## src/rtl/seq_mult.sv

```systemverilog
// seq_mult: shift-add multiplier, one partial product per clock.
// Optional signed mode: MULT_SIGNED_EN.
//
// Ports:
//   clk, rst            clock, sync active-high reset
//   in_valid/in_ready   operand handshake (a, b, sgn)
//   out_valid/out_ready product handshake (p, 2*WIDTH bits)
//   busy                high in CALC or DONE
module seq_mult #(
  parameter int WIDTH = 4
) (
  input  logic               clk,
  input  logic               rst,
  input  logic               in_valid,
  output logic               in_ready,
  input  logic [WIDTH-1:0]   a,
  input  logic [WIDTH-1:0]   b,
  input  logic               sgn,
  output logic               out_valid,
  input  logic               out_ready,
  output logic [2*WIDTH-1:0] p,
  output logic               busy
);

  localparam int PW = 2 * WIDTH;
  localparam int CW = $clog2(WIDTH);

  localparam logic [CW-1:0] LAST = CW'(WIDTH - 1);

  localparam logic [1:0] IDLE = 2'd0;
  localparam logic [1:0] CALC = 2'd1;
  localparam logic [1:0] DONE = 2'd2;

  logic [1:0]       state;
  logic [WIDTH-1:0] a_sr;
  logic [PW-1:0]    mcand;
  logic [PW-1:0]    acc;
  logic [PW-1:0]    p_q;
  logic [CW-1:0]    cnt;

  logic [PW-1:0]    mcand_init;
  logic [PW-1:0]    part;
  logic [PW-1:0]    acc_nxt;
  logic             last;

`ifdef MULT_SIGNED_EN
  logic sgn_q;

  always_comb begin
    mcand_init = {{WIDTH{1'b0}}, b};
    if (sgn)
      mcand_init = {{WIDTH{b[WIDTH-1]}}, b};
  end
`else
  logic unused_sgn;

  assign unused_sgn = sgn;

  always_comb begin
    mcand_init = {{WIDTH{1'b0}}, b};
  end
`endif

  assign last = (cnt == LAST);

  // Final CALC edge weighs the multiplier MSB.
  // In signed mode that bit is negative, so
  // its partial product is subtracted.
  always_comb begin
    part    = a_sr[0] ? mcand : '0;
    acc_nxt = acc + part;
`ifdef MULT_SIGNED_EN
    if (sgn_q && last)
      acc_nxt = acc - part;
`endif
  end

  assign in_ready  = (state == IDLE);
  assign busy      = !in_ready;
  assign out_valid = (state == DONE);
  assign p         = p_q;

  always_ff @(posedge clk) begin
    if (rst) begin
      state <= IDLE;
      a_sr  <= '0;
      mcand <= '0;
      acc   <= '0;
      p_q   <= '0;
      cnt   <= '0;
`ifdef MULT_SIGNED_EN
      sgn_q <= 1'b0;
`endif
    end else begin
      case (state)
        IDLE: begin
          if (in_valid) begin
            a_sr  <= a;
            mcand <= mcand_init;
            acc   <= '0;
            cnt   <= '0;
`ifdef MULT_SIGNED_EN
            sgn_q <= sgn;
`endif
            state <= CALC;
          end
        end
        CALC: begin
          acc   <= acc_nxt;
          a_sr  <= a_sr >> 1;
          mcand <= mcand << 1;
          cnt   <= cnt + CW'(1);
          if (last) begin
            // p only moves when a product
            // completes, so it never shows
            // a partial sum.
            p_q   <= acc_nxt;
            state <= DONE;
          end
        end
        DONE: begin
          if (out_ready)
            state <= IDLE;
        end
        default: state <= IDLE;
      endcase
    end
  end

endmodule

```

## config.mk

```make
export PLATFORM = sky130hd
export DESIGN_NAME = seq_mult
export DESIGN_NICKNAME = d
export VERILOG_FILES = /design/src/rtl/seq_mult.sv
export SDC_FILE = /design/constraint.sdc
export NUM_CORES = 1
export LEC_CHECK = 0
export ABC_AREA = 1
export CAP_MARGIN = 20
export CORE_ASPECT_RATIO = 1.1
export CORE_MARGIN = 2
export CORE_UTILIZATION = 30
export CTS_CLUSTER_DIAMETER = 50
export CTS_CLUSTER_SIZE = 25
export DETAILED_ROUTE_END_ITERATION = 10
export PLACE_DENSITY_LB_ADDON = 0.1
export REMOVE_ABC_BUFFERS = 1
export SLEW_MARGIN = 20
export SYNTH_ARGS = -nofsm -noshare
export SYNTH_HDL_FRONTEND = slang
export SYNTH_SLANG_ARGS = --single-unit
```

## constraint.sdc

```tcl
create_clock -name clk -period 2.2 [get_ports clk]
set_clock_uncertainty 0.15 [all_clocks]
set_input_delay 0.44 -clock clk [delete_from_list [all_inputs] [get_ports clk]]
set_output_delay 0.44 -clock clk [all_outputs]
set_load 0.02 [all_outputs]
```

Word level (Yosys, flattened, before mapping) --
Cells that the tools add are included.
Storage, ports and cells: bits in registers 32, bits in latches 0, memory bits (writable) 0, ROM bits 0, input bits 13, output and inout bits 11, word-level logic and storage cells 33, memories kept 0
Operators by class: add/subtract/negate cells 2, multiply operators 0, divide/modulo/power cells 0, order comparisons 0, eq/ne operators 6, shift-type cells 0, multiplexer cells 13, bitwise logic cells 0, reductions and logical operators 6
Operators by type and width (count):
- one-hot mux 8 bit (2 select lines) | 2
- 2-to-1 mux 8 bit | 3
- adder 8 bit | 1
- 2-to-1 mux 2 bit | 4
- one-hot mux 4 bit (2 select lines) | 1
- one-hot mux 2 bit (3 select lines) | 1
- equality test 2 bit, second input constant | 2
- 2-to-1 mux 4 bit | 1
- != test 2 bit, second input constant | 2
- one-hot mux 2 bit (2 select lines) | 1
- AND reduction 2 bit | 2
- AND reduction 3 bit | 1
- adder 2 x 1 -> 2 bit, second input constant | 1
- equality test 2 x 1 -> 1 bit, second input constant | 1
- zero test 2 bit | 1
- != test 2 x 1 -> 1 bit, second input constant | 1
- nonzero test 2 bit | 1
- zero test 1 bit | 1

Depth between registers and ports, before layout --
Gate-level depths: netlist (run 1).
depth after elaboration 3, gate-level depth with buffers 14

Least setup slack after synthesis (run 1) --
Ideal clock, no wire load.
path type reg2reg, start register a_sr[0], end register p_q[6], in the netlist p[6], library setup time 0.109 ns, data arrival time 1.586 ns, required time 1.941 ns, path slack 0.356 ns, stages on the path, launching flop included 15, clock period less this slack 1.844 ns, cell sequence dfxtp_1 > buf_2 > nand2_1 > inv_1 > ha_1 > inv_1 > fa_1 > inv_1 > nand3_1 > nand3_1 > nand2_1 > nand2_1 > nand2_1 > nand2_1 > inv_1
On the way: longest elaborated chain between the ends 2
RTL lines:
- from (decl) | RTL line 35 | logic [WIDTH-1:0] a_sr;
- from (signal assigned) | RTL line 110 | a_sr <= a_sr >> 1;
- 2-to-1 mux 8 bit | RTL line 70 | part = a_sr[0] ? mcand : '0;
- adder 8 bit | RTL line 71 | acc_nxt = acc + part;
- to (signal assigned) | RTL line 117 | p_q <= acc_nxt;
- to (decl) | RTL line 38 | logic [PW-1:0] p_q;
No other way between the ends. A chain may end at the register's enable or synchronous reset.

Final worst setup path (run 1) --
start register state[0], end output port busy
On the way: longest elaborated chain between the ends 2
RTL lines:
- from (decl) | RTL line 34 | logic [1:0] state;
- from (signal assigned) | RTL line 85 | state <= IDLE;
- from (signal assigned) | RTL line 105 | state <= CALC;
- from (signal assigned) | RTL line 118 | state <= DONE;
- zero test 2 bit | RTL line 78 | assign in_ready = (state == IDLE);
- zero test 1 bit | RTL line 79 | assign busy = !in_ready;
- to (decl) | RTL line 22 | output logic busy
No other way between the ends.

==> qor.txt, run 1 <==
Post-Route WL -> 3910 um
CP Data Required Time -> 1.61 ns
Worst VDD drop -> 0.000270 V
Clock Pin Slew Worst Setup and Hold Paths -> 0.06 ns
Fin. max-slew vios -> 0
Row cnt -> 28
Final period utilization -> 0.963
Synth cell types -> 25
I/O pin cnt -> 24
RSZ-0062 raised after global routing -> false
Fmax achieved -> 0.472 GHz
Area added between synthesis and finish -> 23.2%
Met3 Track Usage GR -> 0.0340
CP Capture Type -> output pin
Initial DRC Count -> 39
Setup violations, final -> 0
# nets final -> 290
Finished Cell Area -> 2050 um2
Leakage -> 0.935 nW
DRT Pass-1 Iters -> 5
Synth Register Bits -> 32
Reg2reg start -> mcand[0]
I/O Buffers -> 22
Area contributors post-synth -> dfxtp_1 (38%), nand2_1 (18%), a21oi_1 (12%)
Mean area per synthesized cell -> 6.88 um2
Resized Gates After CTS -> 1
CP arrival -> 1.53 ns
Post-synthesis cell count -> 242
Die height -> 82.1 um
Die X -> 75.0 um
Antenna cells -> 0
Cell area power density -> 568 nW/um2
Critical Path Fanout Max -> 5
Die area -> 6160 um2
Slew HR -> 0.740
Initial core utilization -> 0.310
Root Buffer -> clkbuf_8
Vias in the first global route -> 1,437
R2R depth -> 13
Core Region -> 5360 um2
Longest Clk Path Bufs -> 2
Final weighted congestion in routability-driven placement -> 0.782
CTS Buf Count -> 5
Synth Cell Area -> 1660 um2
HPWL after DPL -> 2770 um
Post-synthesis sequential area ratio -> 0.385
Busiest layer in global routing -> met2
CP Launch Point -> state[0]
Maximum number of pins on one net before global-route repair -> 22
First-pass GRT wire length -> 6620 um
Status -> completed
Via count -> 1,508
Initial antenna violation count -> 0
Post-CTS Hold Fix Bufs -> 0
RR Endpoint -> p[6]
Min cycle time layout -> 2.12 ns
Met1 usage -> 0.185
GRT Overall Usage -> 0.144
Worst reg2reg setup slack -> 0.24 ns
Worst setup SP type -> flip-flop
Fin util -> 0.383
Crit Path Category -> reg -> out
Worst slew pin tran -> 0.390 ns
TritonCTS clock tree -> done
CTS sink cnt -> 32
Avg Vias per Cell -> 4.40
WL per Instance -> 11.4 um
Hold Crit Class -> reg -> reg
Max-cap violations -> 0
Met2 usage -> 0.230
# fillers -> 591
Ratio of cells with drive above 1 in the final layout -> 0.0672
Synth top area share -> 0.385
Setup TNS -> 0 ns
DR DRC count -> 0
H-tree levels -> 2
Synth Warn # -> 0
Placed cell areas -> 1970 um2
Congestion Overflow GR -> 0
Worst skew pair latency -> 0.28 ns
Synth area leader -> dfxtp_1
Post-CTS Setup Bufs -> 0
Worst setup endpoint -> busy
Post-route ant nets -> 0
Hold Fails Final Rpt -> 0
==> critical path, cell delays in order, from the launching register on <==
cell	delay, ns
dfxtp_1	0.48
nor2_2	0.11
inv_1	0.06
clkdlybuf4s50_1	0.59
==> cell usage in the layout, fill, tap and decap left out, types with 5 or more instances in the layout <==
cell	Yosys	final
dfxtp_1	32	32
inv_1	32	32
clkdlybuf4s50_1	0	22
buf_4	2	6
clkbuf_8	0	5
ha_1	8	8
nand3_1	12	12
nand2_1	79	79
nor2_1	11	10
a21oi_1	40	40
==> registers in the layout (all words and copies together), names as in the netlist <==
| signal | count |
|---|---|
| state | 2 |
| acc | 8 |
| a_sr | 4 |
| cnt | 2 |
| p | 8 |
| mcand | 8 |
==> cell families after synthesis <==
kind of cell    after synthesis  share of synthesized area
xor+xnor                      3                     0.0158
simple gates                107                      0.262
flops                        32                      0.385
compound gates               48                      0.157
buf+inv                      43                      0.108
fa+ha+maj                     9                     0.0722
==> through the flow <==
step	hold WS [ns]	power (mW)	cells	setup slack, ns
after global placement	0.300	0.751	336	0.279
final	0.312	1.16	343	0.0812
after CTS	0.312	1.19	343	0.0606
after floorplan	0.278	0.682	233	0.346
after detailed placement	0.302	0.751	336	0.247
after global routing	0.330	1.23	343	0.00266
==> layer usage <==
| metal | wire [um] | part of all wire |
|---|---|---|
| met2 | 1820 | 0.47 |
| met4 | 84 | 0.021 |
| met3 | 122 | 0.031 |
| met1 | 1880 | 0.48 |
| met5 | 0 | 0 |
==> Yosys cell counts <==
| cell | instances |
|---|---|
| inv_2 | 2 |
| o21bai_1 | 1 |
| inv_1 | 32 |
| dfxtp_1 | 32 |
| nand3_1 | 12 |
| nor2_2 | 1 |
| o21a_1 | 2 |
| o21ai_4 | 1 |
| nor2_1 | 11 |
| buf_6 | 1 |
| a21oi_1 | 40 |
| buf_4 | 2 |
| xor2_1 | 1 |
| nand4_1 | 1 |
| nand2_1 | 79 |
| buf_2 | 3 |
| clkbuf_1 | 3 |
| nand3b_1 | 1 |
| or2_1 | 1 |
| o21ai_0 | 3 |
| xnor2_1 | 2 |
| ha_1 | 8 |
| o211ai_1 | 1 |
| nand2_4 | 1 |
| fa_1 | 1 |
==> how the worst min path moves through the flow <==
stage / to / slack [ns] / cells after the start / startpoint
after floorplan: cnt[0] / 0.28 / 1 / cnt[0]
after global placement: p[0] / 0.30 / 2 / p[0]
after detailed placement: a_sr[3] / 0.30 / 2 / a_sr[3]
after CTS: a_sr[3] / 0.31 / 2 / a_sr[3]
after global routing: cnt[1] / 0.33 / 2 / cnt[1]
final: a_sr[3] / 0.31 / 2 / a_sr[3]
==> report_power, final <==
group / total (mW) / leakage [nW] / internal [mW] / switching [mW]
logic: 0.128 / 0.634 / 0.0543 / 0.0737
registers: 0.608 / 0.260 / 0.595 / 0.0130
clock network: 0.428 / 0.0410 / 0.215 / 0.213
==> layout make-up <==
cell class                      instances  area, um2  share of cell area
Clock inverter                          1       5.00             0.00244
Timing Repair Buffer                   28        265               0.129
Inverter                               34        128              0.0622
Multi-Input combinational cell        167        846               0.412
Tap cell                               75       93.8              0.0458
Sequential cell                        32        641               0.312
Clock buffer                            6       72.6              0.0354
Power figures use the tool's default switching activity.
==> run 2, diff against run 1 <==
==> constraint.sdc (replaced) <==
create_clock -name clk -period 2.2 [get_ports clk]
set_clock_uncertainty 0.15 [all_clocks]
set_input_delay 0.55 -clock clk [delete_from_list [all_inputs] [get_ports clk]]
set_output_delay 0.55 -clock clk [all_outputs]
set_load 0.02 [all_outputs]
==> qor.txt, run 2 (synthesis results as in run 1) <==
Antenna cells -> 0 (unchanged)
CP Capture Type -> output pin
Worst skew pair latency -> 0.29 ns (about the same)
Leakage -> 0.968 nW (+3.6%)
# nets final -> 291 (+0.34%)
Sequential cell area -> 642 um2 (+0.20%)
TritonCTS clock tree -> done
Fin util -> 0.393 (+0.0103)
Via count -> 1,537 (+1.9%)
Root Buffer -> clkbuf_8
Final weighted congestion in routability-driven placement -> 0.763 (-2.5%)
Finished Cell Area -> 2110 um2 (+2.7%)
Fin. max-slew vios -> 0 (unchanged)
Congestion Overflow GR -> 0 (unchanged)
WL per Instance -> 11.2 um (-2.1%)
Worst setup SP type -> flip-flop
Worst Hold Slack -> 0.309 ns (-0.00289 ns)
Critical Path Fanout Max -> 5 (unchanged)
Post-CTS Hold Fix Bufs -> 0 (unchanged)
Area added between synthesis and finish -> 26.5%
Crit-path cells -> nor2_2, inv_1, clkdlybuf4s50_1
Post-route ant nets -> 0 (unchanged)
Clock power share -> 0.462 (+0.094)
Avg Vias per Cell -> 4.46 (+1.3%)
Worst path depth -> 3 (unchanged)
DR DRC count -> 0 (unchanged)
Row cnt -> 28 (unchanged)
Core Region -> 5360 um2 (unchanged)
Fin worst setup slack -> 0.0772 ns (-0.00401 ns)
H-tree levels -> 2 (unchanged)
Worst setup endpoint -> busy
RSZ-0062 raised after global routing -> false
Hold Crit Class -> reg -> reg
Leading cell type in the layout, fill and taps excluded -> nand2_1
Setup violations, final -> 0 (unchanged)
Initial DRC Count -> 52 (+33%)
Min cycle time layout -> 2.12 ns (+0.00401 ns)
Ratio of cells with drive above 1 in the final layout -> 0.0815 (+0.0143)
CTS Buf Count -> 5 (unchanged)
Resized Gates After CTS -> 4 (+3)
Worst VDD drop -> 0.000362 V (+34%)
First-pass GRT wire length -> 6690 um (+1.1%)
Cell area power density -> 650 nW/um2 (+15%)
Status -> completed
Commonest cells after routing, fill and taps aside -> nand2_1 (79), a21oi_1 (40), inv_1 (32)
Die area -> 6160 um2 (unchanged)
Worst slew pin tran -> 0.390 ns (+0.000373 ns)
Pre-CTS WS -> 0.213 ns (-0.0341 ns)
Longest Clk Path Bufs -> 2 (unchanged)
GRT Overall Usage -> 0.145 (+0.00122)
Max-cap violations -> 0 (unchanged)
Critical-path top delay cell -> clkdlybuf4s50_1
DRT Pass-1 Iters -> 4 (-1)
CP arrival -> 1.42 ns (-0.11 ns)
Sw Ratio -> 0.233 (-0.0244)
Crit-path max cell delay -> 0.60 ns (about the same)
Cell internal pwr -> 1.05 mW (+21%)
Slew HR -> 0.739 (about the same)
Die X -> 75.0 um (unchanged)
Multi-input gate area -> 846 um2 (unchanged)
HPWL after DPL -> 2790 um (+0.86%)
Crit Path Category -> reg -> out
Fmax achieved -> 0.471 GHz (-0.19%)
Initial core utilization -> 0.310 (unchanged)
Comb pwr share -> 0.094 (-0.016)
Post-CTS Setup Bufs -> 0 (unchanged)
Die height -> 82.1 um (unchanged)
# fillers -> 591 (unchanged)
Reg power frac -> 0.444 (-0.078)
Worst path top cell family by delay -> buffers and inverters
Clock Pin Slew Worst Setup and Hold Paths -> 0.07 ns (about the same)
I/O Buffers -> 22 (unchanged)
Initial antenna violation count -> 0 (unchanged)
Psw -> 0.319 mW (+6.5%)
Placed cell areas -> 1980 um2 (+0.38%)
I/O pin cnt -> 24 (unchanged)
CP Launch Point -> state[0]
Setup TNS -> 0 ns (unchanged)
Vias in the first global route -> 1,476 (+2.7%)
RR Endpoint -> p[6]
Worst reg2reg setup slack -> 0.22 ns (-0.02 ns)
R2R depth -> 13 (unchanged)
WP buf/inv -> 2 (unchanged)
Post-Route WL -> 3850 um (-1.6%)
Maximum number of pins on one net before global-route repair -> 22 (unchanged)
Final period utilization -> 0.965 (+0.00182)
CP Data Required Time -> 1.50 ns (-0.11 ns)
Reg2reg start -> a_sr[0]
Hold Fails Final Rpt -> 0 (unchanged)
CTS sink cnt -> 32 (unchanged)
## run 2: power groups by stage
stage                     combinational (mW)  sequential, mW  clock, mW
after floorplan                       0.0630           0.619          0
after global placement                 0.131           0.621          0
after detailed placement               0.132           0.621          0
after CTS                              0.131           0.608      0.652
after global routing                   0.145           0.610      0.674
final                                  0.129           0.608      0.632
## run 2: how the worst min path moves through the flow
stage              end  cells after the start  slack [ns]  startpoint
2_1_floorplan   cnt[0]                      1        0.28      cnt[0]
3_3_place_gp      p[2]                      2        0.30        p[2]
3_5_place_dp    cnt[0]                      1        0.30      cnt[0]
4_1_cts        a_sr[3]                      2        0.32     a_sr[3]
5_1_grt         cnt[1]                      2        0.33      cnt[1]
6_report          p[2]                      2        0.31        p[2]
## run 2: per-stage QoR
step	cells	total power [mW]
floorplan	233	0.682
global placement	337	0.752
detailed placement	337	0.753
CTS	345	1.39
global route	345	1.43
finish	345	1.37
## run 2: final cells by class
type | count | area share
Clock buffer | 7 | 0.0458
Inverter | 34 | 0.0606
Timing Repair Buffer | 29 | 0.128
Clock inverter | 1 | 0.0143
Sequential cell | 32 | 0.305
Multi-Input combinational cell | 167 | 0.402
Tap cell | 75 | 0.0446
## run 2: worst min-delay path, cell delays in order, from the launching register on
cell     delay [ns]
dfxtp_1        0.31
nand2_1        0.06
a21oi_1        0.05
## run 2: per-layer routing
metal / vias up / global-route usage / wire (um) / share of wire
li1: 818 / - / - / -
met1: 688 / 0.181 / 1840 / 0.48
met2: 25 / 0.239 / 1830 / 0.47
met3: 6 / 0.0340 / 112 / 0.029
met4: 0 / 0.0589 / 70 / 0.018
met5: - / 0 / 0 / 0
